## config.mk

```make
export PLATFORM = sky130hd
export DESIGN_NAME = mult_rr_arbiter
export DESIGN_NICKNAME = d
export VERILOG_FILES = /design/src/rtl/mult_rr_arbiter.sv
export SDC_FILE = /design/constraint.sdc
export NUM_CORES = 1
export LEC_CHECK = 0
export CAP_MARGIN = 15
export CORE_MARGIN = 3
export CORE_UTILIZATION = 35
export DETAILED_ROUTE_END_ITERATION = 8
export PLACE_DENSITY = 0.79
export SETUP_SLACK_MARGIN = 0.4
export SYNTH_ARGS = -nofsm -noshare
export SYNTH_HDL_FRONTEND = slang
export SYNTH_SLANG_ARGS = --single-unit
```

## constraint.sdc

```tcl
create_clock -name clk -period 4 [get_ports clk]
set_input_delay 0.8 -clock clk [delete_from_list [all_inputs] [get_ports clk]]
set_output_delay 0.8 -clock clk [all_outputs]
set_load 0.02 [all_outputs]
```

## src/rtl/mult_rr_arbiter.sv

```systemverilog
// mult_rr_arbiter: round-robin arbiter that shares a single WIDTH x WIDTH
// unsigned multiplier among NREQ requesters. Each lane hands over an operand
// pair with a valid/ready handshake. The product, and the index of the lane
// that produced it, go into a single-entry output register that has its own
// valid/ready handshake. Accepting while the result drains sustains one
// result per cycle.
module mult_rr_arbiter #(
    parameter int WIDTH = 3,
    parameter int NREQ  = 4,
    parameter int IDW   = 2
) (
    input  logic                  clk,
    input  logic                  rst_n,
    input  logic [NREQ-1:0]       req_valid_i,
    input  logic [NREQ*WIDTH-1:0] req_a_i,
    input  logic [NREQ*WIDTH-1:0] req_b_i,
    output logic [NREQ-1:0]       req_ready_o,
    output logic                  rsp_valid_o,
    input  logic                  rsp_ready_i,
    output logic [2*WIDTH-1:0]    rsp_p_o,
    output logic [IDW-1:0]        rsp_id_o
);

    localparam logic [IDW-1:0] LAST_INIT = IDW'(NREQ - 1);

    // Output register and round-robin pointer
    logic                 rsp_valid_q, rsp_valid_d;
    logic [2*WIDTH-1:0]   rsp_p_q,     rsp_p_d;
    logic [IDW-1:0]       rsp_id_q,    rsp_id_d;
    logic [IDW-1:0]       last_grant_q, last_grant_d;

    // Arbitration results
    logic                 found;
    logic [IDW-1:0]       winner;
    logic                 can_accept;
    logic                 transfer;
    logic [WIDTH-1:0]     a_sel;
    logic [WIDTH-1:0]     b_sel;
    logic [2*WIDTH-1:0]   product;

    // Search req_valid from last_grant+1 and wrap modulo NREQ. The first set
    // bit wins.
    always_comb begin
        // NOTE: every always_comb output gets a default before any branch, so a
        // path that does not assign it cannot infer a latch.
        found  = 1'b0;
        winner = '0;
        for (int k = 1; k <= NREQ; k++) begin
            automatic int idx = (int'(last_grant_q) + k) % NREQ;
            if (!found && req_valid_i[idx]) begin
                found  = 1'b1;
                winner = IDW'(idx);
            end
        end
    end

    // A lane is accepted only when the output register is empty or is being
    // drained this cycle. Gating with rst_n keeps req_ready low during reset.
    assign can_accept = !rsp_valid_q || rsp_ready_i;
    assign transfer   = found && can_accept && rst_n;

    // Drive the one-hot ready to the winning lane.
    always_comb begin
        req_ready_o = '0;
        if (transfer) begin
            req_ready_o[winner] = 1'b1;
        end
    end

    // Select the operands of the winning lane. Zero-extend them first so the
    // product is formed at the full 2*WIDTH width.
    assign a_sel   = req_a_i[winner*WIDTH +: WIDTH];
    assign b_sel   = req_b_i[winner*WIDTH +: WIDTH];
    assign product = (2*WIDTH)'(a_sel) * (2*WIDTH)'(b_sel);

    // Next state: load on transfer, clear valid on a drain with no refill,
    // otherwise hold.
    always_comb begin
        rsp_valid_d  = rsp_valid_q;
        rsp_p_d      = rsp_p_q;
        rsp_id_d     = rsp_id_q;
        last_grant_d = last_grant_q;
        if (transfer) begin
            rsp_valid_d  = 1'b1;
            rsp_p_d      = product;
            rsp_id_d     = winner;
            last_grant_d = winner;
        end else if (rsp_valid_q && rsp_ready_i) begin
            rsp_valid_d = 1'b0;
        end
    end

    // State registers. Reset discards any pending result and points the
    // arbiter at NREQ-1, so that lane 0 has priority first.
    always_ff @(posedge clk or negedge rst_n) begin
        // NOTE: rsp_p and rsp_id are cleared on reset on purpose. The block
        // must present zeros on those outputs as soon as reset asserts.
        if (!rst_n) begin
            rsp_valid_q  <= 1'b0;
            rsp_p_q      <= '0;
            rsp_id_q     <= '0;
            last_grant_q <= LAST_INIT;
        end else begin
            // NOTE: sequential state uses non-blocking assignments, so every
            // register samples the values from before the edge.
            rsp_valid_q  <= rsp_valid_d;
            rsp_p_q      <= rsp_p_d;
            rsp_id_q     <= rsp_id_d;
            last_grant_q <= last_grant_d;
        end
    end

    assign rsp_valid_o = rsp_valid_q;
    assign rsp_p_o     = rsp_p_q;
    assign rsp_id_o    = rsp_id_q;

endmodule

```

==> key figures, run 1 <==
Clocking
  – Clk_lat worst skew: 270 ps
  – Hold_buf cts: 0
  – Clk slew on worst S/H paths: 70 ps
  – H-Tree Depth: 1
  – CTS tree: built
  – Clock Path Buffers: 2
  – Clk sinks: 11
  – Total CTS buffers: 3
  – Root buffer cell: clkbuf_4

Synthesis
  – Syn Inst Count: 115
  – Synthesized area: 1010 um2
  – Avg Cell Area, Syn: 8.82 um2
  – Synthesized flop and latch total: 11
  – Post-Synth Adder-Cell Area: 10.1%
  – Synth cell types: 33
  – Synth Area in Compound Gates: 33.9%
  – Synth top area share: 22.2%
  – Largest family of logic cells by synthesized area: compound AO/OA/AOI/OAI gates
  – Largest area contributor in the netlist: dfrtp_1
  – Synth top area cells: dfrtp_1 22%, a21boi_0 9.6%, a211oi_1 8.1%
  – Synth warn: 0
  – Synth Net Count: 153
  – Post-Synth XOR/XNOR Area: 0.863%
  – Mux contribution to synthesized area: 0.986%
  – Sequential area share after synthesis: 27.4%
  – Simple-gate share of the synthesized area: 19.9%

Timing
  – Fmax: 0.281 GHz
  – Slew HR: 69.0%
  – Worst setup margin: 436 ps
  – Tcrit/Tclk final: 89.1%
  – Final hold vios: 0
  – Slew @ Worst Pin: 465 ps
  – Clk_skew: 9.94 ps
  – Fin. max-slew vios: 0
  – Final Setup Violations: 0
  – Unrepaired setup endpoints after global routing: yes
  – Crit path time final: 3560 ps

Drt
  – WL per Instance: 17.0 um
  – Final WL: 3.61 mm
  – Metal-1 WL: 1.48 mm
  – Top layer in use: met4
  – Vias after detailed routing: 1,219
  – Met3 wire len: 180 um
  – TritonRoute pass-1 iters: 4
  – DR iter-0 viols: 25
  – # DRC: 0
  – Number of routed nets with antenna violations: 0
  – Routed wl met2: 1.89 mm
  – DR vias/cell: 5.72

Critical path
  – Crit path arrival time: 3750 ps
  – Startpoint types: primary input
  – Critical path class: in -> reg
  – Crit-path max FO: 7
  – Crit path capture type: register
  – Worst Path Required: 4190 ps

Run status
  – Status: completed

Die
  – I/O pin count: 44
  – Die height: 59.8 um
  – DIE WIDTH: 59.8 um
  – CORE AREA: 2610 um2
  – DIE AREA: 3580 um2
  – Initial core utilization: 38.8%
  – Site Rows: 18

Global route
  – Overflow left after global routing: 0
  – Vias in the first global route: 1,197
  – Overall Global Routing Usage: 20.1%
  – First-pass GRT wire length: 5.41 mm
  – Initial antenna violation count: 0
  – Largest net degree at the start of global routing: 13

Power and ir drop
  – Internal Power: 0.000473 W
  – NetSw: 0.000360 W
  – Worst vdd ir: 0.432 mV
  – Sw frac: 43.2%
  – Logic gate share of total power: 69.1%
  – Sequential share of power: 21.6%
  – Leakage Power: 0.798 nW
  – Final Power: 0.000833 W
  – Clock power frac: 9.4%
  – PD cells: 457 nW/um2

Final layout
  – Total Nets Final: 222
  – Layout cells sized above 1: 32.8%
  – Most common cell after layout, fill and taps aside: clkdlybuf4s50_1
  – Commonest non-fill, non-tap cells in the layout: 36 x clkdlybuf4s50_1, 25 x buf_4, 22 x nand2_1, 12 x a21boi_0, 11 x a211oi_2
  – ANT cells: 0
  – Synth-to-layout area growth: 79.5%

Placed design
  – I/O Buffers: 43
  – Placement Setup Slack: -161 ps
  – DP HPWL: 2.58 mm
  – Gpl congestion: 0.833

Hold path
  – Hold Crit Class: reg -> reg

Run
  – Max-cap viol count: 0
synthesized netlist by cell type, drive strengths merged:
master  instances
a211oi         12
nor3            2
o41ai           1
dfrtp           9
mux2i           1
nor4            8
inv             4
ha              5
dfstp           2
and2b           1
nor2b           2
and2            1
a21boi         13
nor2            3
o21ai           4
a21oi           4
o221ai          2
buf             6
o21a            2
xor2            1
a31oi           3
o221a           1
nand2b          2
fa              2
nand2          23
a21o            1
routing by layer:
layer	GRT usage, %	up-vias
met5	0	-
met4	3.80	0
met3	3.67	8
met2	35.8	37
met1	25.2	609
li1	-	565
repair_timing:
action,CTS,global route
pin swaps,4,7
resized for setup,15,21
endpoints found under the hold margin,0,0
endpoints found under the setup margin,7,6
buffers inserted,4,5
flip-flops by register name (all words and copies together), names as in the netlist:
register and flops:
rsp_p_o 6, rsp_id_o 2, rsp_valid_o 1, last_grant_q 2
cell families after synthesis:
group                      Yosys count
AOI/OAI and AO/OA                   43
and+or+nand+nor                     42
DFF                                 11
buffers and inverters               10
adders and majority gates            7
xor gates and xnor gates             1
muxes                                1
worst max-delay path, stage by stage:
cell             delay, ps
clkdlybuf4s50_1        440
nor2_2                 140
a31oi_4                 60
and2_4                 220
buf_4                  160
a211oi_2               360
nor4_2                 110
fa_1                   560
ha_2                   180
inv_1                   50
fa_1                   370
xor2_1                 170
o21ai_0                140
area by class of cell:
class                   instances  area, um2
multi-input cells              94        810
fillers                       211        791
repair buffers                 70        656
flip-flops and latches         11        278
well taps                      30       37.5
clock buffers                   4       26.3
inverters                       4       15.0
power groups by stage:
stage	Sequential (W)	Clock, W	Combinational, W
final	0.000180	0.0000780	0.000575
after global routing	0.000184	0.0000859	0.000626
after CTS	0.000178	0.0000776	0.000517
after detailed placement	0.000178	0	0.000470
after global placement	0.000175	0	0.000461
after floorplan	0.000210	0	0.000246
per-stage QoR:
stage	hold slack [ps]	TNS, ps	area [um2]	instances	util, %
2_1_floorplan	485	0	1010	115	-
3_3_place_gp	461	-62.3	1560	200	59.8
3_5_place_dp	475	-184	1560	200	59.8
4_1_cts	490	0	1700	208	65.0
5_1_grt	512	0	1820	213	69.7
6_report	484	0	1820	213	69.7
worst paths after layout:
| kind | start | endpoint | slack [ps] | cells past startpoint |
|---|---|---|---|---|
| max | req_valid_i[2] | rsp_p_o[4] | 440 | 13 |
| min | rsp_p_o[2] | rsp_p_o[2] | 480 | 2 |
| min reg2reg | rsp_p_o[2] | rsp_p_o[2] | 480 | 2 |
| min in group asynchronous | rst_n | rsp_p_o[0] | 910 | 2 |
| max in group asynchronous | rst_n | last_grant_q[0] | 2870 | 2 |
| max reg2reg | last_grant_q[1] | rsp_p_o[4] | 750 | 11 |
No activity file was read; power rests on OpenSTA's default activity.
==> inputs of run 2 (changes only) <==
PLACE_DENSITY = not set   (was 0.79)
PLACE_DENSITY_LB_ADDON = 0.2   (was not set)
==> run 2 against run 1 <==
Against the previous run:
- utilization shrank 2.4 points
- first-iteration DRC count increased by 52%
- wire length down 3.3%
- largest power group unchanged
- largest cell class unchanged
==> key figures, run 2 (same netlist as run 1, synthesis figures left out) <==
Run status
  – Status: completed

Final layout
  – Total Nets Final: 218
  – Layout Utilization: 67.3%
  – Filler cells: 213
  – Layout cells sized above 1: 27.9%
  – Synth-to-layout area growth: 73.2%
  – Finished Layout Cells: 209
  – Max reg flops: 6
  – ANT cells: 0
  – Commonest non-fill, non-tap cells in the layout: 37 x clkdlybuf4s50_1, 22 x nand2_1, 22 x buf_4, 12 x a21boi_0, 9 x dfrtp_1
  – Most common cell after layout, fill and taps aside: clkdlybuf4s50_1

Hold path
  – Hold Crit Class: reg -> reg
  – Worst Hold Launch: rsp_p_o[2]
  – Hold Path Stages: 2
  – Hold endpoint: rsp_p_o[2]

Die
  – Die height: 59.8 um
  – CORE AREA: 2610 um2
  – DIE WIDTH: 59.8 um
  – Initial core utilization: 38.8%
  – I/O pin count: 44
  – Site Rows: 18
  – DIE AREA: 3580 um2

Global route
  – First-pass GRT wire length: 5.33 mm
  – Overall Global Routing Usage: 19.6%
  – Vias in the first global route: 1,202
  – Largest net degree at the start of global routing: 15
  – Initial antenna violation count: 0
  – Overflow left after global routing: 0

Critical path
  – Worst Path Required: 4180 ps
  – Cell mode on critical path: fa_1
  – Crit path capture type: register
  – R2R Setup Slk: 760 ps
  – Worst-path cell chain: clkdlybuf4s50_1, nor2_1, a31oi_4, buf_12, a21boi_0, a211oi_2, nor4_4, fa_1, ha_1, inv_1, fa_1, xor2_1, o21ai_1
  – Crit-path max FO: 14
  – Startpoint types: primary input
  – Slowest cell on the critical path: fa_1
  – Worst r2r dst: rsp_p_o[4]
  – Max stage delay on crit path: 560 ps
  – Critical path class: in -> reg
  – R2r startpoint: last_grant_q[1]
  – Worst Reg2Reg Path Length in Cells: 11
  – Crit path arrival time: 3800 ps

Timing
  – Crit path time final: 3620 ps
  – Tcrit/Tclk final: 90.5%
  – Slew HR: 67.5%
  – Unrepaired setup endpoints after global routing: yes
  – Final hold vios: 0
  – Fin. max-slew vios: 0
  – Fmax: 0.276 GHz
  – Final Setup Violations: 0
  – Clk_skew: 2.04 ps
  – Worst setup margin: 380 ps
  – Slew @ Worst Pin: 484 ps

Power and ir drop
  – Final Power: 0.000813 W
  – PD cells: 463 nW/um2
  – Clock power frac: 9.2%
  – Internal Power: 0.000459 W
  – Sequential share of power: 21.6%
  – Leakage Power: 0.759 nW
  – Worst vdd ir: 0.379 mV
  – Logic gate share of total power: 69.2%
  – Sw frac: 43.6%
  – NetSw: 0.000354 W

Placed design
  – I/O Buffers: 43
  – Placement Setup Slack: -98.5 ps
  – DP HPWL: 2.41 mm
  – Gpl congestion: 0.929
  – # placed instances: 201

Clocking
  – Hold_buf cts: 0
  – CTS tree: built
  – Clk sinks: 11
  – Clock Path Buffers: 2
  – Root buffer cell: clkbuf_4
  – Clk slew on worst S/H paths: 70 ps
  – H-Tree Depth: 1
  – Clk_lat worst skew: 270 ps
  – Total CTS buffers: 3

Drt
  – # DRC: 0
  – TritonRoute pass-1 iters: 5
  – Number of routed nets with antenna violations: 0
  – DR vias/cell: 5.44
  – DR iter-0 viols: 38
  – Final WL: 3.49 mm
  – WL per Instance: 16.7 um
  – Vias after detailed routing: 1,136

Run
  – Max-cap viol count: 0
run 2: cell count changes in the layout (fill, tap and decap cells not counted), moves of 2 or more:
cell	delta
nor4_4	+2
a211oi_1	+2
buf_4	-3
dlymetal6s2s_1	-2
nor4_1	+2
a211oi_2	-4
a211oi_4	+2
nor4_2	-4
run 2: worst max-delay path by stage:
stage / start / end / slack (ps) / depth (start not counted)
floorplan: req_valid_i[0] / rsp_p_o[4] / 680 / 12
detailed placement: req_valid_i[3] / rsp_p_o[4] / -100 / 13
global placement: req_valid_i[3] / rsp_p_o[3] / -10 / 12
finish: req_valid_i[2] / rsp_p_o[4] / 380 / 13
global route: req_valid_i[2] / rsp_p_o[4] / 260 / 13
CTS: req_valid_i[2] / rsp_p_o[4] / 410 / 13
run 2: per-stage QoR:
stage	setup TNS (ps)	area, um2	hold WS [ps]
after floorplan	0	1010	485
after global placement	-20.9	1580	464
after detailed placement	-165	1580	471
after CTS	0	1700	488
after global routing	0	1760	522
final	0	1760	487
run 2: worst max-delay path, delay by kind of cell:
kind | cells | cell delay (ps)
xor gates and xnor gates | 1 | 170
and+or+nand+nor | 2 | 180
adders and majority gates | 3 | 1100
buffers and inverters | 3 | 710
AOI/OAI and AO/OA | 4 | 850
run 2: final cells by class:
type | count | area (um2) | area share (%)
Sequential cell | 11 | 278 | 15.8
Multi-Input combinational cell | 94 | 786 | 44.7
Timing Repair Buffer | 66 | 616 | 35.0
Tap cell | 30 | 37.5 | 2.14
Clock buffer | 4 | 26.3 | 1.49
Inverter | 4 | 15.0 | 0.854
run 2: metal layers:
metal | wire (um) | share of wire [%] | global-route usage (%)
met2 | 1840 | 53 | 34.7
met5 | 0 | 0 | 0
met4 | 23 | 0.66 | 4.11
met1 | 1470 | 42 | 24.3
met3 | 157 | 4.5 | 4.10
run 2: power by group through the flow:
| stage | clock (W) | sequential (W) | combinational [W] |
|---|---|---|---|
| 6_report | 0.0000748 | 0.000176 | 0.000563 |
| 5_1_grt | 0.0000870 | 0.000181 | 0.000620 |
| 4_1_cts | 0.0000776 | 0.000176 | 0.000522 |
| 3_5_place_dp | 0 | 0.000176 | 0.000476 |
| 3_3_place_gp | 0 | 0.000175 | 0.000470 |
| 2_1_floorplan | 0 | 0.000210 | 0.000246 |
run 2: repair_timing:
| item | 4_1_cts | 5_1_grt |
|---|---|---|
| buffers inserted | 1 | 3 |
| resized for setup | 22 | 7 |
| endpoints found under the setup margin | 7 | 4 |
| pin swaps | 4 | 4 |
| cloned | 0 | 0 |
